--- src/rtl/seg_gray_pkg.sv ---
// Shared constants and helpers for the seven-segment decimal-Gray receiver.
// Segment bit order is a..g on bits 6..0, 1 = lit.
package seg_gray_pkg;

  localparam logic [6:0] SEG_0 = 7'b1111110;
  localparam logic [6:0] SEG_1 = 7'b0110000;
  localparam logic [6:0] SEG_2 = 7'b1101101;
  localparam logic [6:0] SEG_3 = 7'b1111001;
  localparam logic [6:0] SEG_4 = 7'b0110011;
  localparam logic [6:0] SEG_5 = 7'b1011011;
  localparam logic [6:0] SEG_6 = 7'b1011111;
  localparam logic [6:0] SEG_7 = 7'b1110000;
  localparam logic [6:0] SEG_8 = 7'b1111111;
  localparam logic [6:0] SEG_9 = 7'b1111011;

  // The tens digit only ever shows blank (0) or a one.
  localparam logic [6:0] SEG_BLANK = 7'b0000000;
  localparam logic [6:0] SEG_ONE   = 7'b0110000;

  localparam int G_W = 4;

  function automatic logic [G_W-1:0] gray_to_bin(input logic [G_W-1:0] g);
    logic [G_W-1:0] b;
    b[G_W-1] = g[G_W-1];
    for (int i = G_W - 2; i >= 0; i--) begin
      b[i] = b[i+1] ^ g[i];
    end
    return b;
  endfunction

endpackage

--- src/rtl/seg_gray_receiver_if.sv ---
// Input/output handshake bundle for seg_gray_receiver.
// Valid/ready: a word moves when valid && ready at a rising edge; ready never depends on valid.
interface seg_gray_receiver_if;
  logic [6:0] seg_tens;
  logic [6:0] seg_units;
  logic       in_valid;
  logic       in_ready;
  logic [3:0] out_bin;
  logic       out_err;
  logic       out_valid;
  logic       out_ready;

  modport master (
    output seg_tens, seg_units, in_valid, out_ready,
    input  in_ready, out_bin, out_err, out_valid
  );

  modport slave (
    input  seg_tens, seg_units, in_valid, out_ready,
    output in_ready, out_bin, out_err, out_valid
  );
endinterface

--- src/rtl/seg7_digit_decode.sv ---
// Seven-segment pattern to digit lookup. With tens_mode set only blank/one
// are legal; otherwise the ten units glyphs are recognised.
module seg7_digit_decode
  import seg_gray_pkg::*;
#(
  parameter bit tens_mode = 1'b0
) (
  input  logic [6:0] pattern,
  output logic [3:0] digit,
  output logic       illegal
);

  always_comb begin
    digit   = 4'd0;
    illegal = 1'b0;
    if (tens_mode) begin
      case (pattern)
        SEG_BLANK: digit = 4'd0;
        SEG_ONE:   digit = 4'd1;
        default:   illegal = 1'b1;
      endcase
    end else begin
      case (pattern)
        SEG_0:   digit = 4'd0;
        SEG_1:   digit = 4'd1;
        SEG_2:   digit = 4'd2;
        SEG_3:   digit = 4'd3;
        SEG_4:   digit = 4'd4;
        SEG_5:   digit = 4'd5;
        SEG_6:   digit = 4'd6;
        SEG_7:   digit = 4'd7;
        SEG_8:   digit = 4'd8;
        SEG_9:   digit = 4'd9;
        default: illegal = 1'b1;
      endcase
    end
  end

endmodule

--- src/rtl/seg_gray_receiver.sv ---
// Two-stage valid/ready pipeline turning a two-digit seven-segment decimal Gray code
// into binary. Define SEG_GRAY_ERR_CNT_EN to add the saturating err_cnt output.
module seg_gray_receiver
  import seg_gray_pkg::*;
(
  input  logic                clk,
  input  logic                rst,
  seg_gray_receiver_if.slave  bus
`ifdef SEG_GRAY_ERR_CNT_EN
  ,
  output logic [7:0]          err_cnt
`endif
);

  logic [3:0] tens_dig;
  logic [3:0] units_dig;
  logic       tens_ill;
  logic       units_ill;
  logic [7:0] g_full;
  logic       dec_err;

  logic       s1_valid;
  logic [3:0] s1_g;
  logic       s1_err;

  logic       out_valid_q;
  logic [3:0] out_bin_q;
  logic       out_err_q;

  logic       s2_load;
  logic       s1_load;

  seg7_digit_decode #(.tens_mode(1'b1)) u_tens (
    .pattern (bus.seg_tens),
    .digit   (tens_dig),
    .illegal (tens_ill)
  );

  seg7_digit_decode #(.tens_mode(1'b0)) u_units (
    .pattern (bus.seg_units),
    .digit   (units_dig),
    .illegal (units_ill)
  );

  // Values above 15 do not fit the 4-bit Gray space and count as illegal.
  assign g_full  = 8'(tens_dig) * 8'd10 + 8'(units_dig);
  assign dec_err = tens_ill | units_ill | (g_full > 8'd15);

  assign s2_load = !out_valid_q || bus.out_ready;
  assign s1_load = !s1_valid || s2_load;

  assign bus.in_ready  = s1_load;
  assign bus.out_valid = out_valid_q;
  assign bus.out_bin   = out_bin_q;
  assign bus.out_err   = out_err_q;

  always_ff @(posedge clk or posedge rst) begin
    if (rst) begin
      s1_valid <= 1'b0;
      s1_g     <= 4'd0;
      s1_err   <= 1'b0;
    end else if (s1_load) begin
      s1_valid <= bus.in_valid;
      if (bus.in_valid) begin
        s1_g   <= g_full[3:0];
        s1_err <= dec_err;
      end
    end
  end

  // Illegal words still travel as ordinary outputs, with the value forced to zero.
  always_ff @(posedge clk or posedge rst) begin
    if (rst) begin
      out_valid_q <= 1'b0;
      out_bin_q   <= 4'd0;
      out_err_q   <= 1'b0;
    end else if (s2_load) begin
      out_valid_q <= s1_valid;
      if (s1_valid) begin
        out_bin_q <= s1_err ? 4'd0 : gray_to_bin(s1_g);
        out_err_q <= s1_err;
      end
    end
  end

`ifdef SEG_GRAY_ERR_CNT_EN
  always_ff @(posedge clk or posedge rst) begin
    if (rst) begin
      err_cnt <= 8'd0;
    end else if (out_valid_q && bus.out_ready && out_err_q && (err_cnt != 8'hFF)) begin
      err_cnt <= err_cnt + 8'd1;
    end
  end
`endif

endmodule

--- src/flat_wrapper.sv ---
// flat-port wrapper written by rule: the top's interface ports become plain ports
module seg_gray_receiver_flat import seg_gray_pkg::*;
  (clk, rst, bus_seg_tens, bus_seg_units, bus_in_valid, bus_out_ready, bus_in_ready, bus_out_bin, bus_out_err, bus_out_valid);
  seg_gray_receiver_if bus_i ();
  input  logic clk;
  input  logic rst;
  input wire logic [$bits(bus_i.seg_tens)-1:0] bus_seg_tens;
  input wire logic [$bits(bus_i.seg_units)-1:0] bus_seg_units;
  input wire logic [$bits(bus_i.in_valid)-1:0] bus_in_valid;
  input wire logic [$bits(bus_i.out_ready)-1:0] bus_out_ready;
  output wire logic [$bits(bus_i.in_ready)-1:0] bus_in_ready;
  output wire logic [$bits(bus_i.out_bin)-1:0] bus_out_bin;
  output wire logic [$bits(bus_i.out_err)-1:0] bus_out_err;
  output wire logic [$bits(bus_i.out_valid)-1:0] bus_out_valid;
  assign bus_i.seg_tens = bus_seg_tens;
  assign bus_i.seg_units = bus_seg_units;
  assign bus_i.in_valid = bus_in_valid;
  assign bus_i.out_ready = bus_out_ready;
  assign bus_in_ready = bus_i.in_ready;
  assign bus_out_bin = bus_i.out_bin;
  assign bus_out_err = bus_i.out_err;
  assign bus_out_valid = bus_i.out_valid;
  seg_gray_receiver u_core (.clk(clk), .rst(rst), .bus(bus_i));
endmodule
--- config.mk ---
export PLATFORM = sky130hd
export DESIGN_NAME = seg_gray_receiver_flat
export DESIGN_NICKNAME = d
export VERILOG_FILES = /design/src/rtl/seg_gray_pkg.sv /design/src/rtl/seg_gray_receiver_if.sv /design/src/rtl/seg7_digit_decode.sv /design/src/rtl/seg_gray_receiver.sv /design/src/flat_wrapper.sv
export SDC_FILE = /design/constraint.sdc
export NUM_CORES = 1
export LEC_CHECK = 0
export BUFFER_PORTS_ARGS = -buffer_cell sky130_fd_sc_hd__buf_4
export CORE_MARGIN = 3
export CORE_UTILIZATION = 30
export CTS_BUF_LIST = sky130_fd_sc_hd__clkbuf_16
export CTS_CLUSTER_SIZE = 10
export DETAILED_ROUTE_END_ITERATION = 12
export GPL_TIMING_DRIVEN = 0
export SYNTH_ARGS = -nofsm -noshare
export SYNTH_HDL_FRONTEND = slang
export SYNTH_SLANG_ARGS = --single-unit
--- constraint.sdc ---
create_clock -name clk -period 1.7 [get_ports clk]
set_clock_uncertainty 0.1 [all_clocks]
set_input_delay 0.51 -clock clk [delete_from_list [all_inputs] [get_ports clk]]
set_output_delay 0.51 -clock clk [all_outputs]
set_load 0.02 [all_outputs]
======== Word level (Yosys, flattened, before mapping) ========
Index checks and enable logic that the tools add are counted.
storage, ports and cells
  register bits ........................... 12
  bits in latches ......................... 0
  memory bits (writable) .................. 0
  ROM bits ................................ 0
  input port bits ......................... 18
  output and inout port bits .............. 7
  logic and storage cells ................. 39
  memories ................................ 0
cells by class
  $add $sub $neg .......................... 1
  multiply operators ...................... 1
  div/mod/pow operators ................... 0
  order comparisons ....................... 1
  equality and inequality tests ........... 11
  shift operators ......................... 0
  mux-type cells .......................... 5
  bitwise operators ....................... 5
  reductions and logical operators ........ 9
operators with widths
  operator                                             number
  == test 7 bit (second input constant)                8
  one-hot mux 4 bit (9 select lines)                   1
  == test 7 x 6 -> 1 bit (second input constant)       3
  OR reduction 10 bit                                  1
  adder 8 x 4 -> 8 bit                                 1
  > comparator 8 x 4 -> 1 bit (second input constant)  1
  zero test 7 bit                                      1
  multiplier 1 x 3 -> 4 bit (second input constant)    1
  2-to-1 mux 4 bit                                     1
  AND reduction 2 bit                                  2
  2-to-1 mux 1 bit                                     3
  XOR 1 bit                                            3
  zero test 1 bit                                      2
  logical OR 1 bit                                     2
  bitwise OR 1 bit                                     2
  OR reduction 2 bit                                   1

======== Depth between registers and ports, before layout ========
Gate-level depths: netlist of the first run.
  depth after elaboration ................. 6
  depth in mapped cells ................... 9
  gate-level depth less buffers ........... 8

======== By module ========
A second synthesis of the first run with hierarchy kept.
unflattened totals
  cells, all modules ...................... 99
  area, all modules ....................... 940.9 um^2
by module, submodules not included
  module                              times used  cells each  area each (um^2)  sequential area each (um^2)
  seg_gray_receiver                   1           66          714.4             300.3
  seg7_digit_decode (u_core.u_units)  1           24          167.7             0.0
  seg7_digit_decode (u_core.u_tens)   1           9           58.8              0.0

======== Worst setup path before layout of the first run ========
No wires, ideal clock.
  kind .................................... input -> register
  from .................................... in bus_seg_tens[0]
  to ...................................... reg u_core.s1_err
  library setup time ...................... 129 ps
  arrival time ............................ 2,075 ps
  data required time ...................... 1,471 ps
  slack ................................... -604 ps
  cell stages on the path ................. 7
  cell sequence ........................... or4_4 nor3_1 ha_1 and4bb_2 nand3b_1 a41o_1 o31ai_1
on the way
  word-level cells in the longest chain between the ends .. 6
  elaborated cells on any way between the ends .. 10
  classes of those cells .................. add/sub: 1; mul: 1; order compare: 1; eq/ne: 1; mux: 2; bitwise: 2; reduce/logical: 2
ends and longest elaborated chain
  what                         RTL line                 source
  from (decl)                  flat_wrapper.sv:7        input wire logic [$bits(bus_i.seg_tens)-1:0] bus_seg_tens;
  == test 7 x 6 -> 1 bit       seg7_digit_decode.sv:17  case (pattern)
  2-to-1 mux 1 bit             seg7_digit_decode.sv:17
  multiplier 1 x 3 -> 4 bit    seg_gray_receiver.sv:46  assign g_full = 8'(tens_dig) * 8'd10 + 8'(units_dig);
  adder 8 x 4 -> 8 bit         seg_gray_receiver.sv:46
  > comparator 8 x 4 -> 1 bit  seg_gray_receiver.sv:47  assign dec_err = tens_ill | units_ill | (g_full > 8'd15);
  bitwise OR 1 bit (*)         seg_gray_receiver.sv:47
  to (signal assigned)         seg_gray_receiver.sv:66  s1_err <= dec_err;
  to (decl)                    seg_gray_receiver.sv:24  logic s1_err;
Mark *: on every way between the ends. The rest lies on a longest branch, timed or not.
A chain may end at the register's enable or synchronous reset.

======== Worst setup path in the final report of the first run ========
  from .................................... in bus_seg_tens[6]
  to ...................................... reg u_core.s1_err
Same word-level chain as after synthesis.

==> metrics.txt, run 1 <==
# TYPE chip_impl_metric gauge
chip_impl_metric{name="synthToLayoutAreaGrowth",unit="%"} 43.3
chip_impl_info{name="violated_checks",value="negative setup slack"} 1
chip_impl_metric{name="power_density",unit="mW/mm^2"} 726
chip_impl_metric{name="grt_pass1_vias",unit=""} 744
chip_impl_info{name="setup_repair_after_global_routing_missed_its_margin",value="yes"} 1
chip_impl_metric{name="die_h",unit="um"} 58.5
chip_impl_metric{name="depth_of_the_worst_register_to_register_path",unit=""} 4
chip_impl_metric{name="first_pass_grt_wire_length",unit="um"} 3330
chip_impl_metric{name="cp_slowest_stage_delay",unit="ps"} 560
chip_impl_metric{name="drtAntennaViolNets",unit=""} 0
chip_impl_metric{name="grt_start_max_net_pins",unit=""} 13
chip_impl_info{name="timing.critical_path.to_type",value="register"} 1
chip_impl_metric{name="gpl.final_weighted_congestion",unit=""} 0.752
chip_impl_metric{name="synth.distinct_cells",unit=""} 38
chip_impl_metric{name="pre_cts_ws",unit="ps"} -765
chip_impl_info{name="critical_path_top_delay_cell",value="or4_4"} 1
chip_impl_metric{name="critPathMaxFanout",unit=""} 3
chip_impl_info{name="yosys.area.top_type",value="dfrtp_1"} 1
chip_impl_metric{name="final.period_utilization",unit=""} 1.27
chip_impl_metric{name="fin_total_pwr",unit="W"} 0.000860
chip_impl_metric{name="synth_top_cell_area_share",unit=""} 0.363
chip_impl_metric{name="final_critical_path_setup_slack",unit="ps"} -462
chip_impl_metric{name="nFillCells",unit=""} 261
chip_impl_metric{name="postSynthCellCount",unit=""} 87
chip_impl_metric{name="coreArea",unit="sq mm"} 0.00254
chip_impl_metric{name="track_usage",unit=""} 0.125
chip_impl_metric{name="die_w",unit="um"} 58.5
chip_impl_metric{name="setup_viol",unit=""} 4
chip_impl_metric{name="top_level_ports",unit=""} 25
chip_impl_metric{name="crit_required",unit="ps"} 1710
chip_impl_info{name="crit-reg2reg-launch",value="u_core.s1_valid$_DFFE_PP0N_"} 1
chip_impl_metric{name="vias",unit=""} 767
chip_impl_metric{name="power.ir.vdd_worst",unit="uV"} 503
chip_impl_metric{name="insertion_delay",unit="ps"} 240
chip_impl_info{name="cp-start-kind",value="input pin"} 1
chip_impl_metric{name="antenna_found_initial",unit=""} 0
chip_impl_metric{name="setup-tns-final",unit="ps"} -1430
chip_impl_metric{name="timing.reg2reg.setup_slack",unit="ps"} 240
chip_impl_info{name="cts_tree",value="built"} 1
chip_impl_metric{name="number_of_sinks_on_the_clock_net",unit=""} 12
chip_impl_info{name="timing.critical_path.cells",value="buf_6, or4_4, nor3_4, ha_4, and4bb_2, nand3b_1, a41o_1, o31ai_1"} 1
chip_impl_metric{name="finalNetCount",unit=""} 138
chip_impl_metric{name="yosys_warnings",unit=""} 0
chip_impl_metric{name="detail_route.drc_violations",unit=""} 0
chip_impl_info{name="status",value="finished, violations left"} 1
chip_impl_info{name="crit-reg2reg-capture",value="u_core.s1_g[1]$_DFFE_PP0P_"} 1
chip_impl_metric{name="synth-seq-cells",unit=""} 12
chip_impl_metric{name="drive_gt1_frac",unit=""} 0.388
chip_impl_info{name="cts-root-buf",value="clkbuf_16"} 1
chip_impl_metric{name="layout.core_utilization",unit=""} 0.466
chip_impl_info{name="synth_area_leaders",value="dfrtp_1 (36%), nand2_1 (5.9%), ha_1 (4.5%), mux2_2 (4.1%), o21ai_0 (3.6%)"} 1
chip_impl_metric{name="timing_worst_slew_pin_value",unit="ps"} 459
chip_impl_info{name="critical_path.startpoint",value="bus_seg_tens[6]"} 1
chip_impl_metric{name="number_of_diodes",unit=""} 0
chip_impl_metric{name="fmax",unit="GHz"} 0.462
chip_impl_metric{name="std_cell_rows",unit=""} 18
chip_impl_metric{name="timing.final.max_slew_violations",unit=""} 0
chip_impl_metric{name="finalHoldViolations",unit=""} 0
chip_impl_metric{name="netlist_area",unit="sq um"} 827
chip_impl_metric{name="finalHoldWorstSlack",unit="ps"} 185
chip_impl_metric{name="port_buffers",unit=""} 22
chip_impl_metric{name="dr.first_iter.drc_count",unit=""} 23
chip_impl_metric{name="ctsLongestPathBuffers",unit=""} 2
chip_impl_info{name="crit_type",value="in2reg"} 1
chip_impl_metric{name="initial_cell_density_of_the_core",unit=""} 0.325
chip_impl_metric{name="grt_overflow",unit=""} 0
chip_impl_metric{name="drt_wl_cell",unit="um"} 13.6
chip_impl_metric{name="synth_fp_nets",unit=""} 108
chip_impl_metric{name="synth.avg_cell_area",unit="sq um"} 9.51
chip_impl_metric{name="totalWireLength",unit="um"} 1980
chip_impl_metric{name="timing.max_cap.violations",unit=""} 0
chip_impl_metric{name="share_comb_of_total_power",unit=""} 0.157
chip_impl_info{name="hold_path.class",value="in2async"} 1
chip_impl_metric{name="finalWorstPathRequiredPeriod",unit="ps"} 2160
chip_impl_metric{name="drt-pass1-iter-count",unit=""} 4
chip_impl_metric{name="via_per_inst",unit=""} 5.25
chip_impl_metric{name="net-switching-power",unit="W"} 0.000190
chip_impl_metric{name="clock_power_frac",unit=""} 0.495
chip_impl_metric{name="cts.htree.levels",unit=""} 1
chip_impl_metric{name="critPathArrivalTime",unit="ps"} 2170
chip_impl_metric{name="sw_ratio",unit=""} 0.221
chip_impl_metric{name="slew_headroom",unit=""} 0.694
chip_impl_metric{name="power_frac_seq",unit=""} 0.348
chip_impl_metric{name="clock_pin_slew_on_the_worst_setup_and_hold_paths",unit="ps"} 40
chip_impl_metric{name="die_area",unit="sq mm"} 0.00342
chip_impl_metric{name="dp_hpwl",unit="um"} 1520
chip_impl_info{name="critical_path_end",value="u_core.s1_err$_DFFE_PP0P_"} 1
chip_impl_metric{name="synth_sequential_area_ratio",unit=""} 0.363
chip_impl_metric{name="p_leak",unit="nW"} 0.544
chip_impl_metric{name="cts_made_buffers",unit=""} 3
chip_impl_metric{name="power_report.internal_total",unit="W"} 0.000670
## final cells by class
type                    instances  area (sq um)  share of cell area
flip-flops and latches         12           300               0.253
well taps                      30          37.5              0.0317
multi-input cells              71           546               0.460
plain buffers                   2          16.3              0.0137
clock inverters                 1          3.75             0.00317
repair buffers                 25           199               0.168
clock buffers                   3          75.1              0.0634
inverters                       2          7.51             0.00634
## layer usage
metal / vias up / track usage / part of all wire
met1: 357 / 0.148 / 0.43
li1: 380 / - / -
met3: 2 / 0.0197 / 0.057
met4: 0 / 0.0596 / 0.0040
met5: - / 0 / 0
met2: 28 / 0.220 / 0.51
## registers in the layout (all words and copies together), names as in the netlist
register and flops:
u_core.bus.out_valid 1, u_core.s1_err 1, u_core.bus.out_err 1, u_core.s1_valid 1, u_core.s1_g 4, u_core.bus.out_bin 4
## cells by family after synthesis
group | share of synthesized area
flops | 0.363
xor+xnor | 0.0530
mux | 0.0408
simple gates | 0.325
compound gates | 0.144
buf+inv | 0.0287
fa+ha+maj | 0.0454
## per-stage QoR
stage	area (sq um)	cells
6_report	1180	146
3_5_place_dp	1050	139
5_1_grt	1180	146
3_3_place_gp	1050	139
2_1_floorplan	851	87
4_1_cts	1170	144
## power groups by stage
stage | logic (W) | clock network, W | registers, W
after detailed placement | 0.000127 | 0 | 0.000303
after floorplan | 0.0000678 | 0 | 0.000304
after global placement | 0.000123 | 0 | 0.000303
final | 0.000135 | 0.000426 | 0.000299
after global routing | 0.000149 | 0.000442 | 0.000300
after CTS | 0.000131 | 0.000437 | 0.000299
## placed cells by master (no fill, tap or decap), drive strengths merged
cell type / synthesis / routed
and3b: 2 / 2
o21ai: 6 / 6
nor2: 1 / 1
a41o: 1 / 1
or4b: 1 / 1
clkinv: 0 / 1
nand3: 3 / 3
a21oi: 2 / 2
or2: 1 / 1
nand2: 13 / 13
a211oi: 1 / 1
inv: 2 / 2
buf: 2 / 27
o211ai: 1 / 1
o2111ai: 1 / 1
and4bb: 1 / 1
xnor2: 3 / 3
o22ai: 1 / 1
dfrtp: 12 / 12
nor4b: 3 / 3
and3: 3 / 3
clkbuf: 0 / 3
o31ai: 3 / 3
nand3b: 2 / 2
and4b: 1 / 1
a2bb2oi: 1 / 1
ha: 3 / 3
nor3b: 1 / 1
mux2: 3 / 3
nor3: 3 / 3
a21o: 1 / 1
or4: 1 / 1
nand2b: 4 / 4
and2: 2 / 2
xor2: 2 / 2
## cell usage after synthesis
master and instances:
and2_1 1, and4b_1 1, a2bb2oi_1 1, o2111ai_1 1
inv_1 2, and3_1 2, a21oi_1 2, o22ai_1 1
or2_2 1, nor4b_2 1, and4bb_2 1, mux2_2 3
a21o_1 1, o31ai_1 3, and3b_1 1, a211oi_1 1
dfrtp_1 12, nand3_1 3, a41o_1 1, buf_2 1
o211ai_1 1, and3b_2 1, nand3b_1 2, xnor2_1 3
or4_4 1, and3_2 1, or4b_4 1, nand2b_1 4
nor3_1 3, nor3b_1 1, o21ai_0 6, buf_6 1
nand2_1 13, nor4b_1 2, xor2_1 2, nor2_1 1
ha_1 3, and2_2 1
## worst min path at each step
stage / to / depth (start not counted)
after floorplan: u_core.bus.out_bin[0]$_DFFE_PP0P_ / 1
after global placement: u_core.bus.out_bin[1]$_DFFE_PP0P_ / 2
after detailed placement: u_core.bus.out_bin[1]$_DFFE_PP0P_ / 2
after CTS: u_core.bus.out_bin[1]$_DFFE_PP0P_ / 2
after global routing: u_core.bus.out_bin[1]$_DFFE_PP0P_ / 2
final: u_core.bus.out_bin[1]$_DFFE_PP0P_ / 2
## what timing repair did
action,CTS,global route
hold buffers,0,0
setup buffers,1,2
resized for setup,7,0
gates cloned,0,0
setup endpoints to repair,4,5
pin swaps,4,1
## critical path, delay by kind of cell
| family | cells | cell delay, ps |
|---|---|---|
| simple gates | 4 | 1100 |
| buf+inv | 1 | 90 |
| fa+ha+maj | 1 | 240 |
| compound gates | 2 | 220 |
Note: power is estimated with default switching activity, not from simulation.
==> run 2, diff against run 1 <==
--- a/config.mk
+++ b/config.mk
@@ -12,6 +12,7 @@
 export CTS_CLUSTER_SIZE = 10
 export DETAILED_ROUTE_END_ITERATION = 12
 export GPL_TIMING_DRIVEN = 0
+export SKIP_CTS_REPAIR_TIMING = 1
 export SYNTH_ARGS = -nofsm -noshare
 export SYNTH_HDL_FRONTEND = slang
 export SYNTH_SLANG_ARGS = --single-unit
==> metrics.txt, run 2 (synthesized netlist as in run 1, its figures left out) <==
# TYPE chip_impl_metric gauge
chip_impl_metric{name="setup_viol",unit=""} 4
chip_impl_metric{name="critPathArrivalTime",unit="ps"} 2190
chip_impl_metric{name="vias",unit=""} 762
chip_impl_metric{name="die_h",unit="um"} 58.5
chip_impl_metric{name="antenna_found_initial",unit=""} 0
chip_impl_metric{name="gpl.final_weighted_congestion",unit=""} 0.752
chip_impl_metric{name="port_buffers",unit=""} 22
chip_impl_metric{name="detail_route.drc_violations",unit=""} 0
chip_impl_info{name="setup_repair_after_global_routing_missed_its_margin",value="yes"} 1
chip_impl_metric{name="grt_overflow",unit=""} 0
chip_impl_metric{name="cp_slowest_stage_delay",unit="ps"} 560
chip_impl_metric{name="ctsLongestPathBuffers",unit=""} 2
chip_impl_metric{name="finalNetCount",unit=""} 137
chip_impl_metric{name="critPathMaxFanout",unit=""} 3
chip_impl_metric{name="std_cell_rows",unit=""} 18
chip_impl_metric{name="timing.max_cap.violations",unit=""} 0
chip_impl_metric{name="drt_wl_cell",unit="um"} 13.2
chip_impl_info{name="path_delay_family",value="simple AND/OR/NAND/NOR gates"} 1
chip_impl_metric{name="initial_cell_density_of_the_core",unit=""} 0.325
chip_impl_info{name="violated_checks",value="negative setup slack"} 1
chip_impl_metric{name="finalHoldViolations",unit=""} 0
chip_impl_metric{name="timing.reg2reg.setup_slack",unit="ps"} 260
chip_impl_metric{name="synthToLayoutAreaGrowth",unit="%"} 39.9
chip_impl_metric{name="power.ir.vdd_worst",unit="uV"} 499
chip_impl_metric{name="timing_worst_slew_pin_value",unit="ps"} 459
chip_impl_metric{name="final_instance_count_without_filler_cells",unit=""} 145
chip_impl_metric{name="via_per_inst",unit=""} 5.26
chip_impl_info{name="status",value="finished, violations left"} 1
chip_impl_metric{name="totalWireLength",unit="um"} 1910
chip_impl_info{name="cts_tree",value="built"} 1
chip_impl_metric{name="cts.htree.levels",unit=""} 1
chip_impl_metric{name="slew_headroom",unit=""} 0.693
chip_impl_metric{name="fmax",unit="GHz"} 0.458
chip_impl_metric{name="timing.final.max_slew_violations",unit=""} 0
chip_impl_metric{name="number_of_sinks_on_the_clock_net",unit=""} 12
chip_impl_metric{name="final_critical_path_setup_slack",unit="ps"} -483
chip_impl_metric{name="worst-path-buf-inv",unit=""} 1
chip_impl_metric{name="power_density",unit="mW/mm^2"} 740
chip_impl_metric{name="grt_pass1_vias",unit=""} 726
chip_impl_info{name="timing.critical_path.to_type",value="register"} 1
chip_impl_info{name="critical_path_top_delay_cell",value="or4_4"} 1
chip_impl_info{name="cp-start-kind",value="input pin"} 1
chip_impl_metric{name="drtAntennaViolNets",unit=""} 0
chip_impl_metric{name="pre_cts_ws",unit="ps"} -765
chip_impl_metric{name="track_usage",unit=""} 0.121
chip_impl_info{name="hold_path.class",value="in2async"} 1
chip_impl_metric{name="insertion_delay",unit="ps"} 240
chip_impl_metric{name="place_inst",unit=""} 139
chip_impl_metric{name="first_pass_grt_wire_length",unit="um"} 3190
chip_impl_metric{name="clock_pin_slew_on_the_worst_setup_and_hold_paths",unit="ps"} 40
chip_impl_metric{name="drt-pass1-iter-count",unit=""} 4
chip_impl_info{name="cts-root-buf",value="clkbuf_16"} 1
chip_impl_info{name="crit_type",value="in2reg"} 1
chip_impl_metric{name="top_level_ports",unit=""} 25
chip_impl_metric{name="final.period_utilization",unit=""} 1.28
chip_impl_info{name="final_cell_mix",value="buf_4 (22), nand2_1 (13), dfrtp_1 (12)"} 1
chip_impl_metric{name="setup-tns-final",unit="ps"} -1440
chip_impl_metric{name="p_leak",unit="nW"} 0.539
chip_impl_metric{name="crit_required",unit="ps"} 1710
chip_impl_metric{name="dr.first_iter.drc_count",unit=""} 20
chip_impl_metric{name="die_area",unit="sq mm"} 0.00342
chip_impl_metric{name="cts_made_buffers",unit=""} 3
chip_impl_info{name="layout_commonest_cell",value="buf_4"} 1
chip_impl_metric{name="finalWorstPathRequiredPeriod",unit="ps"} 2180
chip_impl_info{name="timing.critical_path.cells",value="buf_6, or4_4, nor3_4, ha_4, and4bb_2, nand3b_1, a41o_1, o31ai_1"} 1
chip_impl_metric{name="number_of_diodes",unit=""} 0
chip_impl_metric{name="dp_hpwl",unit="um"} 1520
chip_impl_metric{name="grt_start_max_net_pins",unit=""} 13
chip_impl_metric{name="coreArea",unit="sq mm"} 0.00254
chip_impl_metric{name="drive_gt1_frac",unit=""} 0.374
chip_impl_metric{name="die_w",unit="um"} 58.5
[run 2: changes by cell type in the layout (fill, tap and decap cells not counted)]
cell | before | now
o21ai_0 | 5 | 6
ha_4 | 2 | 1
mux2_4 | 1 | 0
mux2_2 | 2 | 3
o21ai_1 | 1 | 0
buf_6 | 4 | 3
ha_1 | 0 | 1
[run 2: where the power goes]
group          total (W)  internal (W)  leakage (nW)  switching [W]
combinational   0.000134     0.0000666         0.351      0.0000669
clock           0.000424      0.000309        0.0385       0.000115
sequential      0.000299      0.000294         0.150     0.00000536
total           0.000857      0.000669         0.539       0.000188
[run 2: final cells by class]
class | instances | area, sq um
flip-flops and latches | 12 | 300
clock buffers | 3 | 75.1
well taps | 30 | 37.5
plain buffers | 2 | 16.3
multi-input cells | 71 | 529
inverters | 2 | 7.51
repair buffers | 24 | 188
clock inverters | 1 | 3.75
fillers | 264 | 1390
[run 2: path summary, 6_finish.rpt]
check                                                        from  cells after the start                           endpoint
min in group clk                u_core.bus.out_bin[0]$_DFFE_PP0P_                      2  u_core.bus.out_bin[0]$_DFFE_PP0P_
worst min register to register  u_core.bus.out_bin[0]$_DFFE_PP0P_                      2  u_core.bus.out_bin[0]$_DFFE_PP0P_
worst max-delay path                              bus_seg_tens[6]                      8          u_core.s1_err$_DFFE_PP0P_
max in group asynchronous                                     rst                      2          u_core.s1_err$_DFFE_PP0P_
worst min-delay path                                          rst                      2  u_core.bus.out_bin[1]$_DFFE_PP0P_
worst max register to register        u_core.s1_valid$_DFFE_PP0N_                      4         u_core.s1_g[1]$_DFFE_PP0P_
[run 2: metal layers]
| layer | part of all wire | track usage | up-vias |
|---|---|---|---|
| met4 | 0.010 | 0.0596 | 0 |
| met3 | 0.042 | 0.0197 | 4 |
| met2 | 0.50 | 0.209 | 20 |
| met5 | 0 | 0 | - |
| li1 | - | - | 378 |
| met1 | 0.45 | 0.144 | 360 |
[run 2: per-stage QoR]
step	area [sq um]	total power, W	hold slack (ps)	util
final	1160	0.000857	186	0.455
after global routing	1160	0.000889	236	0.455
after CTS	1130	0.000864	194	0.445
after detailed placement	1050	0.000430	374	0.414
after global placement	1050	0.000426	365	0.414
after floorplan	851	0.000372	275	-
==> run 3, diff against run 2 <==
--- a/config.mk
+++ b/config.mk
@@ -6,6 +6,7 @@
 export NUM_CORES = 1
 export LEC_CHECK = 0
 export BUFFER_PORTS_ARGS = -buffer_cell sky130_fd_sc_hd__buf_4
+export CORE_ASPECT_RATIO = 1.5
 export CORE_MARGIN = 3
 export CORE_UTILIZATION = 30
 export CTS_BUF_LIST = sky130_fd_sc_hd__clkbuf_16
==> metrics.txt, run 3 (synthesized netlist as in run 1, its figures left out) <==
# TYPE chip_impl_metric gauge
chip_impl_metric{name="timing_worst_slew_pin_value",unit="ps"} 444
chip_impl_metric{name="insertion_delay",unit="ps"} 240
chip_impl_metric{name="first_pass_grt_wire_length",unit="um"} 3100
chip_impl_metric{name="critPathMaxFanout",unit=""} 2
chip_impl_metric{name="crit_required",unit="ps"} 1750
chip_impl_metric{name="timing.max_cap.violations",unit=""} 0
chip_impl_metric{name="drt-pass1-iter-count",unit=""} 4
chip_impl_metric{name="grt_start_max_net_pins",unit=""} 13
chip_impl_info{name="maxUsedRoutingLayer",value="met4"} 1
chip_impl_metric{name="setup_viol",unit=""} 4
chip_impl_metric{name="coreArea",unit="sq mm"} 0.00253
chip_impl_metric{name="met2RoutedLength",unit="um"} 1020
chip_impl_metric{name="nFillCells",unit=""} 250
chip_impl_metric{name="power.ir.vdd_worst",unit="uV"} 343
chip_impl_metric{name="detail_route.drc_violations",unit=""} 0
chip_impl_metric{name="die_h",unit="um"} 70.3
chip_impl_metric{name="layout.core_utilization",unit=""} 0.482
chip_impl_metric{name="power_density",unit="mW/mm^2"} 710
chip_impl_metric{name="gpl.final_weighted_congestion",unit=""} 0.809
chip_impl_metric{name="initial_cell_density_of_the_core",unit=""} 0.327
chip_impl_metric{name="finalHoldViolations",unit=""} 0
chip_impl_info{name="cts-root-buf",value="clkbuf_16"} 1
chip_impl_metric{name="cts_made_buffers",unit=""} 3
chip_impl_metric{name="drt_wl_cell",unit="um"} 12.0
chip_impl_metric{name="top_level_ports",unit=""} 25
chip_impl_metric{name="critPathArrivalTime",unit="ps"} 2200
chip_impl_info{name="final_cell_mix",value="buf_4 (24), nand2_1 (13), dfrtp_1 (12)"} 1
chip_impl_metric{name="final.period_utilization",unit=""} 1.26
chip_impl_metric{name="dr.first_iter.drc_count",unit=""} 13
chip_impl_metric{name="pre_cts_ws",unit="ps"} -741
chip_impl_metric{name="grt_pass1_vias",unit=""} 748
chip_impl_metric{name="wire_length_on_met1",unit="um"} 695
chip_impl_info{name="layout_commonest_cell",value="buf_4"} 1
chip_impl_info{name="crit-reg2reg-launch",value="u_core.s1_valid$_DFFE_PP0N_"} 1
chip_impl_info{name="crit_type",value="in2reg"} 1
chip_impl_metric{name="clock_pin_slew_on_the_worst_setup_and_hold_paths",unit="ps"} 40
chip_impl_info{name="status",value="finished, violations left"} 1
chip_impl_metric{name="finalWorstPathRequiredPeriod",unit="ps"} 2150
chip_impl_metric{name="die_w",unit="um"} 48.9
chip_impl_info{name="hold_path.class",value="in2async"} 1
chip_impl_info{name="violated_checks",value="negative setup slack"} 1
chip_impl_metric{name="finalHoldWorstSlack",unit="ps"} 176
chip_impl_metric{name="p_leak",unit="nW"} 0.549
chip_impl_metric{name="final_critical_path_setup_slack",unit="ps"} -450
chip_impl_metric{name="number_of_sinks_on_the_clock_net",unit=""} 12
chip_impl_metric{name="slew_headroom",unit=""} 0.704
chip_impl_metric{name="track_usage",unit=""} 0.117
chip_impl_metric{name="met3_wire_length",unit="um"} 78
chip_impl_metric{name="depth_of_the_worst_register_to_register_path",unit=""} 4
chip_impl_metric{name="fin_total_pwr",unit="W"} 0.000866
chip_impl_metric{name="finalNetCount",unit=""} 140
chip_impl_metric{name="std_cell_rows",unit=""} 22
chip_impl_metric{name="final_cell_area",unit="sq mm"} 0.00122
chip_impl_metric{name="cts.htree.levels",unit=""} 1
chip_impl_metric{name="via_per_inst",unit=""} 5.03
chip_impl_info{name="cts_tree",value="built"} 1
chip_impl_metric{name="port_buffers",unit=""} 22
chip_impl_info{name="setup_repair_after_global_routing_missed_its_margin",value="yes"} 1
chip_impl_metric{name="die_area",unit="sq mm"} 0.00344
chip_impl_metric{name="drtAntennaViolNets",unit=""} 0
chip_impl_metric{name="ctsLongestPathBuffers",unit=""} 2
chip_impl_metric{name="drive_gt1_frac",unit=""} 0.415
chip_impl_metric{name="dp_hpwl",unit="um"} 1430
chip_impl_info{name="cp-start-kind",value="input pin"} 1
chip_impl_metric{name="fmax",unit="GHz"} 0.465
chip_impl_metric{name="synthToLayoutAreaGrowth",unit="%"} 47.5
chip_impl_info{name="timing.critical_path.to_type",value="register"} 1
chip_impl_metric{name="timing.reg2reg.setup_slack",unit="ps"} 290
chip_impl_info{name="crit-reg2reg-capture",value="u_core.s1_g[1]$_DFFE_PP0P_"} 1
chip_impl_metric{name="antenna_found_initial",unit=""} 0
chip_impl_metric{name="grt_overflow",unit=""} 0
chip_impl_metric{name="place_area",unit="sq mm"} 0.00106
chip_impl_metric{name="number_of_diodes",unit=""} 0
chip_impl_metric{name="vias",unit=""} 775
chip_impl_metric{name="timing.final.max_slew_violations",unit=""} 0
chip_impl_metric{name="totalWireLength",unit="um"} 1850
[run 3: worst max-delay path: stages]
cell and delay, ps:
buf_6 90, or4_4 540, nor3_4 260, ha_2 240
and4bb_2 220, nand3b_1 80, a41o_1 220, o31ai_2 50
[run 3: metal layers]
metal | up-vias | GRT usage
li1 | 385 | -
met1 | 364 | 0.107
met2 | 21 | 0.219
met3 | 5 | 0.0235
met4 | 0 | 0.0854
met5 | - | 0
[run 3: cell type report]
class	instances	area, sq um	share of cell area
clock buffers	3	75.1	0.0615
multi-input cells	71	558	0.457
plain buffers	2	16.3	0.0133
well taps	36	45.0	0.0369
repair buffers	27	214	0.175
clock inverters	1	3.75	0.00308
flip-flops and latches	12	300	0.246
inverters	2	7.51	0.00615
[run 3: power breakdown]
group | total (W) | switching, W | internal (W)
clock | 0.000432 | 0.000122 | 0.000309
combinational | 0.000136 | 0.0000674 | 0.0000685
sequential | 0.000299 | 0.00000520 | 0.000294
[run 3: worst max-delay path by stage]
stage,start,endpoint,slack (ps)
floorplan,bus_seg_tens[0],u_core.s1_err$_DFFE_PP0P_,-530
global placement,bus_seg_tens[0],u_core.s1_err$_DFFE_PP0P_,-750
detailed placement,bus_seg_tens[0],u_core.s1_err$_DFFE_PP0P_,-740
CTS,bus_seg_tens[0],u_core.s1_err$_DFFE_PP0P_,-500
global route,bus_seg_tens[6],u_core.s1_err$_DFFE_PP0P_,-520
finish,bus_seg_tens[6],u_core.s1_err$_DFFE_PP0P_,-450
[run 3: metrics by stage]
step,cells,TNS [ps]
after floorplan,87,-1630
after CTS,149,-1430
after global routing,154,-1690
after detailed placement,145,-2400
final,154,-1440
after global placement,145,-2430
